--- src/rtl/score_digit_sequencer.sv ---
// -----------------------------------------------------------------------------
// score_digit_sequencer
//
// Purpose:
//   Producer side of the number-drawing interface. A binary value (score,
//   timer, lives) is converted to BCD with a sequential double-dabble on
//   load. The finished digits are committed atomically to a display register.
//   A registered per-pixel lookup then produces the draw request
//   (SEQ, X_OUT, Y_OUT, num) for one input port of the numbers mux.
//   Use one instance per on-screen number.
//
// Configuration:
//   LEADING_ZERO_BLANK_EN - when defined, leading zero digits are not drawn.
//                           The last digit is always drawn.
//
// Ports:
//   clk          in   1        system clock
//   resetN       in   1        synchronous reset, active-low
//   value        in   VALUE_W  binary value, sampled on load
//   load         in   1        1-cycle request to convert and display value
//   pixelX       in   11       current VGA pixel X
//   pixelY       in   11       current VGA pixel Y
//   busy         out  1        conversion in progress (CONVERT or COMMIT)
//   done         out  1        1-cycle pulse when new digits become visible
//   SEQ          out  1        pixel inside this number's drawn digit area
//   X_OUT        out  11       X offset inside current digit cell
//   Y_OUT        out  11       Y offset inside current digit cell
//   num          out  4        BCD digit under current pixel
//   o_dbg_state  out  2        FSM state (0 IDLE, 1 CONVERT, 2 COMMIT)
//
// Handshake:
//   load is a single-cycle request with no ready. A load in IDLE starts a
//   conversion. A load while busy is held as pending, and the last such load
//   wins. done marks the cycle in which the display register is updated; the
//   new digits drive num from the following cycle on.
// -----------------------------------------------------------------------------
module score_digit_sequencer #(
    parameter int NUM_DIGITS = 4,
    parameter int VALUE_W    = 14,
    parameter int DIGIT_W    = 16,
    parameter int DIGIT_H    = 32,
    parameter int TOP_LEFT_X = 0,
    parameter int TOP_LEFT_Y = 0
) (
    input  logic               clk,
    input  logic               resetN,
    input  logic [VALUE_W-1:0] value,
    input  logic               load,
    input  logic [10:0]        pixelX,
    input  logic [10:0]        pixelY,
    output logic               busy,
    output logic               done,
    output logic               SEQ,
    output logic [10:0]        X_OUT,
    output logic [10:0]        Y_OUT,
    output logic [3:0]         num,
    output logic [1:0]         o_dbg_state
);

    localparam int BCD_W = 4 * NUM_DIGITS;
    localparam int CNT_W = (VALUE_W > 1) ? $clog2(VALUE_W) : 1;
    localparam int XS_W  = $clog2(DIGIT_W);
    localparam logic [31:0] MAX_VAL = 32'(10 ** NUM_DIGITS - 1);

    typedef enum logic [1:0] {
        S_IDLE    = 2'd0,
        S_CONVERT = 2'd1,
        S_COMMIT  = 2'd2
    } state_t;

    state_t               r_state;
    state_t               w_next_state;
    logic [VALUE_W-1:0]   r_shift;
    logic [BCD_W-1:0]     r_bcd;
    logic [BCD_W-1:0]     w_bcd_adj;
    logic [BCD_W-1:0]     r_digits;
    logic [CNT_W-1:0]     r_bit_cnt;
    logic                 r_pend_valid;
    logic [VALUE_W-1:0]   r_pend_val;
    logic [VALUE_W-1:0]   w_clamped;
    logic                 w_start;
    logic [VALUE_W-1:0]   w_start_val;

    // Values that cannot be shown in NUM_DIGITS decimal digits saturate to all nines.
    function automatic logic [VALUE_W-1:0] clamp_value(input logic [VALUE_W-1:0] v);
        if (32'(v) > MAX_VAL)
            return MAX_VAL[VALUE_W-1:0];
        return v;
    endfunction

    assign w_clamped   = clamp_value(value);
    assign o_dbg_state = r_state;

    // ---------------- FSM ----------------
    always_ff @(posedge clk) begin
        if (!resetN)
            r_state <= S_IDLE;
        else
            r_state <= w_next_state;
    end

    always_comb begin
        w_next_state = r_state;
        busy         = 1'b0;
        done         = 1'b0;
        w_start      = 1'b0;
        w_start_val  = w_clamped;
        case (r_state)
            S_IDLE: begin
                if (load) begin
                    w_start      = 1'b1;
                    w_next_state = S_CONVERT;
                end
            end
            S_CONVERT: begin
                busy = 1'b1;
                if (r_bit_cnt == CNT_W'(VALUE_W - 1))
                    w_next_state = S_COMMIT;
            end
            S_COMMIT: begin
                busy = 1'b1;
                done = 1'b1;
                // A load arriving in COMMIT is newer than any held value, so it
                // replaces the pending value and is converted immediately.
                if (load || r_pend_valid) begin
                    w_start      = 1'b1;
                    w_start_val  = load ? w_clamped : r_pend_val;
                    w_next_state = S_CONVERT;
                end else begin
                    w_next_state = S_IDLE;
                end
            end
            default: w_next_state = S_IDLE;
        endcase
    end

    // Double-dabble: correct every nibble >= 5 before the shift.
    always_comb begin
        w_bcd_adj = r_bcd;
        for (int k = 0; k < NUM_DIGITS; k++) begin
            if (r_bcd[4*k +: 4] >= 4'd5)
                w_bcd_adj[4*k +: 4] = r_bcd[4*k +: 4] + 4'd3;
        end
    end

    // ---------------- conversion datapath ----------------
    always_ff @(posedge clk) begin
        if (!resetN) begin
            r_shift      <= '0;
            r_bcd        <= '0;
            r_bit_cnt    <= '0;
            r_digits     <= '0;
            r_pend_valid <= 1'b0;
            r_pend_val   <= '0;
        end else begin
            if (w_start) begin
                r_shift   <= w_start_val;
                r_bcd     <= '0;
                r_bit_cnt <= '0;
            end else if (r_state == S_CONVERT) begin
                r_bcd     <= {w_bcd_adj[BCD_W-2:0], r_shift[VALUE_W-1]};
                r_shift   <= {r_shift[VALUE_W-2:0], 1'b0};
                r_bit_cnt <= r_bit_cnt + 1'b1;
            end

            if (r_state == S_COMMIT) begin
                r_digits     <= r_bcd;
                r_pend_valid <= 1'b0;
            end else if (r_state == S_CONVERT && load) begin
                r_pend_val   <= w_clamped;
                r_pend_valid <= 1'b1;
            end
        end
    end

    // ---------------- pixel path ----------------
    // A 13-bit subtract keeps a borrow bit, so "left of / above origin" shows up
    // as a set MSB instead of a wrapped 11-bit offset.
    logic [12:0]         w_dx;
    logic [12:0]         w_dy;
    logic                w_inside;
    logic [10:0]         w_idx;
    logic [3:0]          w_num;
    logic                w_blank;
    logic [NUM_DIGITS-1:0] w_blank_vec;

    assign w_dx     = {2'b00, pixelX} - 13'(TOP_LEFT_X);
    assign w_dy     = {2'b00, pixelY} - 13'(TOP_LEFT_Y);
    assign w_inside = !w_dx[12] && (w_dx < 13'(NUM_DIGITS * DIGIT_W)) &&
                      !w_dy[12] && (w_dy < 13'(DIGIT_H));
    assign w_idx    = w_dx[10:0] >> XS_W;

`ifdef LEADING_ZERO_BLANK_EN
    // Digit k is blank while it and every digit left of it are zero;
    // the rightmost digit is never blanked.
    always_comb begin
        logic lead_zero;
        lead_zero   = 1'b1;
        w_blank_vec = '0;
        for (int k = 0; k < NUM_DIGITS; k++) begin
            lead_zero = lead_zero && (r_digits[4*(NUM_DIGITS-1-k) +: 4] == 4'd0);
            if (k < NUM_DIGITS - 1)
                w_blank_vec[k] = lead_zero;
        end
    end
`else
    assign w_blank_vec = '0;
`endif

    // Digit 0 is leftmost, held in the most significant nibble.
    always_comb begin
        w_num   = 4'd0;
        w_blank = 1'b0;
        for (int k = 0; k < NUM_DIGITS; k++) begin
            if (w_idx == 11'(k)) begin
                w_num   = r_digits[4*(NUM_DIGITS-1-k) +: 4];
                w_blank = w_blank_vec[k];
            end
        end
    end

    always_ff @(posedge clk) begin
        if (!resetN || !w_inside || w_blank) begin
            SEQ   <= 1'b0;
            X_OUT <= '0;
            Y_OUT <= '0;
            num   <= '0;
        end else begin
            SEQ   <= 1'b1;
            X_OUT <= w_dx[10:0] & 11'(DIGIT_W - 1);
            Y_OUT <= w_dy[10:0];
            num   <= w_num;
        end
    end

endmodule

--- config.mk ---
export PLATFORM = sky130hd
export DESIGN_NAME = score_digit_sequencer
export DESIGN_NICKNAME = d
export VERILOG_FILES = /design/src/rtl/score_digit_sequencer.sv
export SDC_FILE = /design/constraint.sdc
export NUM_CORES = 1
export LEC_CHECK = 0
export ABC_AREA = 1
export BUFFER_PORTS_ARGS = -buffer_cell sky130_fd_sc_hd__buf_4
export CORE_UTILIZATION = 45
export CTS_CLUSTER_SIZE = 28
export DETAILED_ROUTE_END_ITERATION = 8
export PLACE_DENSITY_LB_ADDON = 0.05
export SETUP_SLACK_MARGIN = 0.02
export SLEW_MARGIN = 5
export SYNTH_ARGS = -nofsm -noshare
export SYNTH_HDL_FRONTEND = slang
export SYNTH_SLANG_ARGS = --single-unit
--- constraint.sdc ---
create_clock -name clk -period 2.7 [get_ports clk]
set_clock_uncertainty 0.1 [all_clocks]
set_input_delay 0.54 -clock clk [delete_from_list [all_inputs] [get_ports clk]]
set_output_delay 0.54 -clock clk [all_outputs]
set_load 0.01 [all_outputs]
==> flow_summary_export.csv, run 1 <==
group,metric,value,unit
status,status,"finished, final reports clean",
clock_tree,cts_tree,"done",
floorplanning,boundaryPins,70,
global_route,grt_pass1_wl,13700,um
timing,drv_slew,0,
drt,vias,3458,
timing,tightest_slew,0.551,ns
logic_synthesis,synth.distinct_cells,29,
run,max_cap_viol_count,0,
critical_path,r2r-start,"o_dbg_state[0]$_SDFFE_PN0P_",
drt,drcViolationCount,0,
clock_tree,post-cts-setup-buffers,0,
logic_synthesis,netlist_area,3970,um2
placed_design,io_buffers,62,
timing,fmax,454,MHz
drt,wl,8210,um
drt,ant_nets,0,
logic_synthesis,avgSynthCellArea,7.48,um2
clock_tree,path_clk_slew,0.08,ns
timing,period_share,81.5,%
clock_tree,clock_sinks,87,
placed_design,dp_slack,0.520,ns
clock_tree,cts-root-buf,"clkbuf_8",
placed_design,dp_cells,687,
critical_path,cp-start-kind,"register",
logic_synthesis,yosys.area.top_type,"dfxtp_1",
global_route,grt_pass1_vias,3025,
floorplanning,num_rows,33,
pwr,power_density,860,nW/um2
timing,max_slew_margin,63.1,%
cells_and_area,antenna_cells,0,
floorplanning,die_w,95.9,um
critical_path,critPathArrivalTime,2.41,ns
timing,fin_tns_setup,0,ns
global_route,grt_max_degree,43,
logic_synthesis,netlist_instances,531,
logic_synthesis,yosysTopAreaCellShare,43.9,%
global_route,gr-usage-met2,30.3,%
critical_path,path_max_fanout,31,
drt,wl_per_cell,11.7,um
global_route,globalRouteMet1Util,25.7,%
timing,hold_viol,0,
global_route,grt.overflow.total,0,
clock_tree,insertion_delay,0.36,ns
global_route,antenna_found_initial,0,
cells_and_area,area_delta_synth_final,18.8,%
logic_synthesis,yosysSeqAreaShare,43.9,%
cells_and_area,final_core_util,56.2,%
critical_path,required,2.91,ns
timing,min_period,2.20,ns
cells_and_area,nets,647,
clock_tree,hold_buffers,0,
clock_tree,cts_buffer_depth,2,
critical_path,path_class,"register to register",
drt,first_pass_iters,6,
critical_path,endpoint_kind,"register",
pwr,p_leak,2.23,nW
cells_and_area,fillers,779,
cells_and_area,drive_above_1_share,17.4,%
logic_synthesis,ys_warn_count,0,
cells_and_area,layoutNonFillerInstCount,702,
global_route,busiest_layer,"met2",
clock_tree,htree_levels,3,
floorplanning,initial_utilization,47.4,%
floorplanning,dieArea,9200,um2
drt,drt_iter0_markers,140,
timing,rsz0062_at_grt,"false",
clock_tree,cts_resized,0,
timing,setup_ws,0.498,ns
floorplanning,core,8380,um2
hold_path,min-delay-start,"pixelX[1]",
logic_synthesis,yosys-top-cells-area,"dfxtp_1 44%, o21ai_0 7.7%, inv_1 6.6%",
pwr,peakVddDrop,637,uV
drt,avgViaCountPerCell,4.93,
placed_design,dp_hpwl,5540,um
global_route,met3_usage,3.32,%
clock_tree,numCtsBuffers,9,
floorplanning,die_h,95.9,um
hold_path,holdCritPathClass,"input pin to register",
logic_synthesis,ys_seq_elements,87,
placed_design,place_congestion,0.760,
critical_path,crit_start,"o_dbg_state[0]$_SDFFE_PN0P_",
global_route,grt_usage,19.2,%
timing,setup_violations,0,
-- kinds of logic after synthesis --
family                   synth area share, %
AND/OR/NAND/NOR                         21.3
AO/OA/AOI/OAI                           17.6
buffers and inverters                   10.8
flip-flops                              43.9
adder cells (fa/ha/maj)                 4.73
XOR/XNOR                                1.54
other                                 0.0945
-- flip-flops by register name, summed over array words and instances (netlist names) --
signal and flops:
r_bcd 16, r_digits 16, r_pend_val 14, r_shift 14, Y_OUT 11, X_OUT 4, num 4, r_bit_cnt 4
o_dbg_state 2, SEQ 1, r_pend_valid 1
-- worst paths after layout --
check | to | slack (ns) | cells past startpoint
max reg2reg | r_shift[12]$_SDFFE_PN0P_ | 0.50 | 9
min reg2reg | r_digits[2]$_SDFFE_PN0P_ | 0.36 | 2
max | r_shift[12]$_SDFFE_PN0P_ | 0.50 | 9
min | X_OUT[1]$_SDFF_PN0_ | 0.29 | 3
-- critical path, stage by stage (launching register included) --
cell and delay, ns:
dfxtp_1 0.36, inv_1 0.11, ha_1 0.20, buf_4 0.31
nand3_2 0.46, o21ai_0 0.31, nand2_1 0.09, nand3_1 0.09
nand2_1 0.05, inv_1 0.06
-- area by class of cell --
| class | instances | area, um2 | area share [%] |
|---|---|---|---|
| inverter | 73 | 274 | 5.81 |
| timing repair buffer | 68 | 510 | 10.8 |
| clock buffer | 10 | 128 | 2.71 |
| tap | 105 | 131 | 2.79 |
| clock inverter | 5 | 83.8 | 1.78 |
| sequential | 87 | 1740 | 36.9 |
| multi-input combinational | 354 | 1850 | 39.1 |
-- report_power, final --
group / switching [mW] / total, mW / internal [mW]
combinational: 0.847 / 1.31 / 0.467
clock: 0.469 / 0.987 / 0.518
sequential: 0.175 / 1.75 / 1.58
total: 1.49 / 4.05 / 2.56
-- cell usage after synthesis, drive strengths merged --
cell     n
dfxtp   87
nor4     2
o21ai   63
conb     1
nor3     6
ha      15
nand4    1
nand3   53
a211oi   4
o211ai  11
a21oi   50
clkbuf  13
nor2    59
or2      2
inv     73
xor2     7
buf     16
nand2   67
o21a     1
-- per-stage QoR --
stage	area, um2	total power, mW	hold slack, ns
floorplan	4020	2.73	0.329
global placement	4500	3.08	0.342
detailed placement	4500	3.09	0.347
CTS	4710	4.09	0.281
global route	4710	4.36	0.286
finish	4710	4.05	0.291
-- metal layers --
metal  part of all wire, %  wire (um)
met1                    51       4210
met2                    43       3490
met3                   4.6        375
met4                   1.6        133
met5                     0          0
-- cells in the final DEF, fill, tap and decap left out, drive strengths merged, types with 4 or more instances in the layout --
cell,n
dfxtp,87
inv,73
buf,68
nand2,67
o21ai,63
nor2,59
nand3,53
a21oi,50
ha,15
conb,13
o211ai,11
clkbuf,10
xor2,7
nor3,6
a211oi,4
Note: power is estimated with default switching activity, not from simulation.
==> inputs of run 2 (changes only) <==
Clock period 2.7 ns to 2.1 ns, I/O delays scaled along.
==> run 2 against run 1 <==
- final cell count is 1.1% higher
- design area is 1.4% higher
- flip-flop and latch count stayed put
- first-iteration DRC count is 29% higher
- global-route usage is 0.34 points lower
- non-clock buffer count is 6 higher
- setup slack worse by 0.35 ns
- count of clock-buffer cells in the layout is 1 lower
- core utilization is 0.79 points higher
- maximum frequency is 13% higher
- die area stayed put
==> flow_summary_export.csv, run 2 (synthesis gave the netlist of run 1 again) <==
group,metric,value,unit
status,status,"finished, final reports clean",
global_route,grt_pass1_vias,3085,
global_route,antenna_found_initial,0,
drt,drcViolationCount,0,
drt,wl_per_cell,11.6,um
drt,avgViaCountPerCell,4.93,
clock_tree,cts_tree,"done",
placed_design,dp_hpwl,5780,um
cells_and_area,nets,654,
global_route,grt.overflow.total,0,
global_route,grt_max_degree,43,
floorplanning,die_h,95.9,um
clock_tree,numCtsBuffers,9,
cells_and_area,antenna_cells,0,
timing,setup_violations,0,
global_route,grt_pass1_wl,13400,um
floorplanning,initial_utilization,47.4,%
drt,vias,3503,
clock_tree,path_clk_slew,0.09,ns
timing,hold_viol,0,
cells_and_area,fillers,800,
pwr,power_density,1100,nW/um2
cells_and_area,drive_above_1_share,19.2,%
clock_tree,cts-root-buf,"clkbuf_8",
drt,ant_nets,0,
cells_and_area,multi_input_area,1850,um2
floorplanning,core,8380,um2
pwr,peakVddDrop,788,uV
global_route,busiest_layer,"met2",
timing,period_share,93.0,%
placed_design,place_congestion,0.790,
global_route,globalRouteMet1Util,24.8,%
clock_tree,htree_levels,3,
clock_tree,cts_buffer_depth,2,
critical_path,path_max_fanout,7,
critical_path,reg2reg_slack,0.15,ns
clock_tree,insertion_delay,0.36,ns
critical_path,ff2ff_path_depth,8,
critical_path,path_class,"register to register",
placed_design,io_buffers,62,
clock_tree,clock_sinks,87,
timing,min_period,1.95,ns
cells_and_area,layout_commonest_cell,"dfxtp_1",
hold_path,holdCritPathClass,"input pin to register",
floorplanning,num_rows,33,
critical_path,required,2.28,ns
floorplanning,die_w,95.9,um
critical_path,r2r-start,"o_dbg_state[0]$_SDFFE_PN0P_",
cells_and_area,largestRegisters,"r_bcd: 16 flops, r_digits: 16 flops",
cells_and_area,final_core_util,57.0,%
cells_and_area,seq_area,1740,um2
critical_path,crit_end,"r_bcd[9]$_SDFFE_PP0N_",
run,max_cap_viol_count,0,
critical_path,critPathArrivalTime,2.14,ns
floorplanning,boundaryPins,70,
timing,rsz0062_at_grt,"false",
timing,drv_slew,0,
critical_path,crit_start,"o_dbg_state[0]$_SDFFE_PN0P_",
pwr,p_leak,2.27,nW
cells_and_area,final_cell_mix,"86 x dfxtp_1, 74 x buf_4, 68 x inv_1, 67 x nand2_1, 61 x o21ai_0",
global_route,grt_usage,18.8,%
global_route,gr-usage-met2,30.4,%
cells_and_area,area_delta_synth_final,20.4,%
global_route,met3_usage,3.08,%
critical_path,endpoint_kind,"register",
critical_path,cp-start-kind,"register",
timing,max_slew_margin,66.2,%
drt,drt_iter0_markers,180,
drt,first_pass_iters,4,
timing,fin_tns_setup,0,ns
critical_path,r2r_end,"r_bcd[9]$_SDFFE_PP0N_",
timing,fmax,512,MHz
floorplanning,dieArea,9200,um2
timing,tightest_slew,0.505,ns
drt,wl,8260,um
-- run 2: cell types whose count changed in the layout (fill, tap and decap cells not counted), sizes merged --
| cell | previous run | this run |
|---|---|---|
| clkbuf | 10 | 9 |
| clkinv | 1 | 4 |
| buf | 68 | 74 |
-- run 2: power by group --
| part | switching, mW | leakage (nW) | internal, mW |
|---|---|---|---|
| registers | 0.226 | 0.711 | 2.03 |
| logic | 1.10 | 1.44 | 0.641 |
| clock network | 0.603 | 0.114 | 0.674 |
| total | 1.93 | 2.27 | 3.35 |
-- run 2: worst min path at each step --
stage	cells past startpoint	end	from	slack [ns]
2_1_floorplan	2	r_digits[10]$_SDFFE_PN0P_	r_digits[10]$_SDFFE_PN0P_	0.33
6_report	3	Y_OUT[2]$_SDFF_PN0_	pixelY[2]	0.17
4_1_cts	3	Y_OUT[2]$_SDFF_PN0_	pixelY[2]	0.16
5_1_grt	3	Y_OUT[2]$_SDFF_PN0_	pixelY[2]	0.16
3_5_place_dp	2	r_digits[2]$_SDFFE_PN0P_	r_digits[2]$_SDFFE_PN0P_	0.35
3_3_place_gp	2	r_bcd[15]$_SDFFE_PP0N_	r_bcd[15]$_SDFFE_PP0N_	0.35
-- run 2: timing repair --
item,CTS,global route
setup buffers,0,3
resized for setup,0,5
endpoints found under the setup margin,0,10
hold buffers,0,0
-- run 2: metal layers --
layer | share of wire [%] | wire length, um
met2 | 44 | 3600
met1 | 50 | 4130
met4 | 1.5 | 125
met3 | 4.9 | 407
met5 | 0 | 0
-- run 2: layout make-up --
type	count	share of cell area, %
Sequential cell	87	36.5
Tap cell	105	2.75
Timing Repair inverter	1	0.105
Clock buffer	9	2.59
Clock inverter	7	2.02
Inverter	73	5.86
Timing Repair Buffer	74	11.6
Multi-Input combinational cell	354	38.6
-- run 2: worst max-delay path, cell delays in order (launching register included) --
cell and delay (ns):
dfxtp_2 0.38, inv_1 0.09, ha_1 0.28, o21ai_2 0.12, o21ai_4 0.13, nor2_4 0.22
clkinvlp_4 0.19, buf_4 0.18, a211oi_1 0.19
-- run 2: stage by stage --
| step | power (mW) | area, um2 | cells | hold slack (ns) | setup slack, ns |
|---|---|---|---|---|---|
| after floorplan | 3.51 | 4020 | 543 | 0.329 | 0.370 |
| after global placement | 3.95 | 4530 | 690 | 0.348 | 0.248 |
| after detailed placement | 3.99 | 4530 | 690 | 0.352 | 0.128 |
| after CTS | 5.28 | 4750 | 706 | 0.162 | 0.107 |
| after global routing | 5.68 | 4780 | 710 | 0.162 | 0.0413 |
| final | 5.28 | 4780 | 710 | 0.173 | 0.146 |
==> inputs of run 3 (changes only) <==
Settings changed: ABC_AREA 1 to 0.
==> run 3 against run 2 <==
- final cell count decreased by 13%
- non-clock buffer count increased by 6
- highest routed layer unchanged
- global-route usage increased by 0.25 points
- die area increased by 1.5%
- combinational power decreased by 16%
- critical path type unchanged
==> flow_summary_export.csv, run 3 <==
group,metric,value,unit
cells_and_area,area_delta_synth_final,21.3,%
drt,drt_iter0_markers,101,
critical_path,endpoint_kind,"register",
critical_path,max_stage_delay,0.44,ns
placed_design,dp_slack,0.0136,ns
floorplanning,dieArea,9340,um2
logic_synthesis,yosysTopAreaCellShare,43.2,%
logic_synthesis,ys_async_sr_fraction,0,%
cells_and_area,largestRegisters,"r_bcd: 16 flops, r_digits: 16 flops",
critical_path,path_class,"register to register",
hold_path,min_to,"Y_OUT[0]$_SDFF_PN0_",
drt,ant_nets,0,
critical_path,ff2ff_path_depth,6,
hold_path,holdCritPathClass,"input pin to register",
floorplanning,die_w,96.6,um
hold_path,min-delay-start,"pixelY[0]",
logic_synthesis,yosys.area.top_type,"dfxtp_1",
placed_design,io_buffers,62,
clock_tree,cts-root-buf,"clkbuf_8",
critical_path,crit_family,"compound AO/OA/AOI/OAI gates",
global_route,grt_max_degree,21,
critical_path,path_max_fanout,13,
critical_path,reg2reg_slack,0.21,ns
critical_path,cpMostUsedCell,"a31oi_1",
run,max_cap_viol_count,0,
global_route,grt_usage,19.1,%
cells_and_area,final_area,4890,um2
critical_path,r2r_end,"r_bcd[5]$_SDFFE_PP0N_",
cells_and_area,seq_area,1740,um2
logic_synthesis,netlist_instances,439,
floorplanning,die_h,96.6,um
timing,rsz0062_at_grt,"true",
global_route,grt.overflow.total,0,
clock_tree,cts_tree,"done",
timing,hold_viol,0,
timing,period_share,89.8,%
global_route,grt_pass1_wl,14800,um
pwr,p_leak,1.87,nW
global_route,grt_pass1_vias,3047,
logic_synthesis,avgSynthCellArea,9.18,um2
timing,setup_violations,0,
clock_tree,path_clk_slew,0.09,ns
logic_synthesis,netlist_top_cells_count,"87 x dfxtp_1, 40 x nand2_1, 26 x a21oi_1",
critical_path,crit_chain,"inv_1, ha_1, clkinvlp_4, a2111oi_0, a31oi_1, a31oi_1",
cells_and_area,fillers,797,
logic_synthesis,yosys-top-cells-area,"dfxtp_1 43%, mux2i_1 6.2%, ha_1 4.7%",
placed_design,dp_hpwl,6060,um
drt,first_pass_iters,4,
status,status,"finished, final reports clean",
timing,fmax,530,MHz
cells_and_area,antenna_cells,0,
cells_and_area,final_cell_mix,"87 x dfxtp_1, 79 x buf_4, 39 x nand2_1, 26 x a21oi_1, 25 x mux2i_1",
critical_path,crit_buf_inv,2,
cells_and_area,multi_input_area,2100,um2
cells_and_area,drive_above_1_share,21.8,%
drt,wl_per_cell,14.2,um
drt,wl,8800,um
critical_path,critPathArrivalTime,2.07,ns
timing,drv_slew,0,
clock_tree,cts_buffer_depth,2,
logic_synthesis,synth_edf_count,0,
pwr,peakVddDrop,588,uV
timing,min_period,1.89,ns
floorplanning,initial_utilization,46.4,%
clock_tree,htree_levels,3,
cells_and_area,nets,560,
logic_synthesis,ys_warn_count,0,
placed_design,dpl_cell_area,4610,um2
critical_path,critical_path.slowest_cell,"a2111oi_0",
clock_tree,insertion_delay,0.35,ns
critical_path,r2r-start,"o_dbg_state[1]$_SDFFE_PN0P_",
drt,avgViaCountPerCell,5.33,
critical_path,required,2.28,ns
logic_synthesis,netlist_area,4030,um2
pwr,power_density,981,nW/um2
logic_synthesis,yosysMostFrequentCell,"dfxtp_1",
critical_path,cp-start-kind,"register",
logic_synthesis,yosysSeqAreaShare,43.2,%
logic_synthesis,synth_ff_type,"dfxtp_1",
placed_design,place_congestion,0.804,
drt,drcViolationCount,0,
placed_design,dp_cells,599,
floorplanning,num_rows,34,
pwr,power.total,4.79,mW
clock_tree,hold_buffers,0,
timing,holdWs,0.170,ns
drt,vias,3294,
hold_path,holdPathStages,2,
cells_and_area,layoutNonFillerInstCount,618,
clock_tree,clock_sinks,87,
cells_and_area,layout_commonest_cell,"dfxtp_1",
clock_tree,numCtsBuffers,9,
timing,setup_ws,0.214,ns
logic_synthesis,ys_seq_elements,87,
floorplanning,boundaryPins,70,
floorplanning,core,8680,um2
global_route,antenna_found_initial,0,
logic_synthesis,synth.distinct_cells,50,
-- run 3: how the worst max path moves through the flow --
stage / cells after the start / to / start
floorplan: 7 / r_shift[10]$_SDFFE_PN0P_ / o_dbg_state[0]$_SDFFE_PN0P_
global placement: 6 / r_shift[7]$_SDFFE_PN0P_ / o_dbg_state[1]$_SDFFE_PN0P_
detailed placement: 6 / r_shift[5]$_SDFFE_PN0P_ / o_dbg_state[1]$_SDFFE_PN0P_
CTS: 7 / r_bcd[8]$_SDFFE_PP0N_ / o_dbg_state[0]$_SDFFE_PN0P_
global route: 6 / r_bcd[9]$_SDFFE_PP0N_ / o_dbg_state[1]$_SDFFE_PN0P_
finish: 6 / r_bcd[5]$_SDFFE_PP0N_ / o_dbg_state[1]$_SDFFE_PN0P_
-- run 3: layout make-up --
cell class,count,share of cell area [%]
clock buffer,11,3.10
clock inverter,4,1.59
inverter,17,1.38
sequential,87,35.6
timing repair buffer,80,12.5
multi-input combinational,311,43.0
tap,108,2.76
-- run 3: report_power, final --
group	switching [mW]	leakage, nW	internal [mW]
Clock	0.601	0.116	0.736
Combinational	0.816	1.05	0.655
Sequential	0.132	0.709	1.85
Total	1.55	1.87	3.24
-- run 3: through the flow --
step | TNS (ns) | util, %
6_report | 0 | 56.3
5_1_grt | -0.00208 | 56.3
4_1_cts | 0 | 55.9
3_5_place_dp | 0 | 53.2
3_3_place_gp | 0 | 53.2
2_1_floorplan | 0 | -
-- run 3: repair_timing --
| item | 4_1_cts | 5_1_grt |
|---|---|---|
| setup endpoints to repair | 9 | 14 |
| setup buffers | 0 | 4 |
| gates resized for setup | 1 | 3 |
-- run 3: cells by family (layout without fill, tap and decap cells) --
kind of cell | after synthesis | after routing | synth area share (%)
xor gates and xnor gates | 3 | 3 | 0.652
adders and majority gates | 15 | 15 | 4.66
AOI/OAI and AO/OA | 112 | 112 | 18.6
DFF | 87 | 87 | 43.2
and+or+nand+nor | 136 | 136 | 17.5
other | 1 | 13 | 0.0931
buffers and inverters | 53 | 112 | 5.99
muxes | 32 | 32 | 9.29
-- run 3: routing by layer --
layer | wire (um) | track usage (%)
met1 | 4420 | 26.5
met2 | 3940 | 30.0
met3 | 315 | 3.18
met4 | 125 | 6.66
met5 | 0 | 0
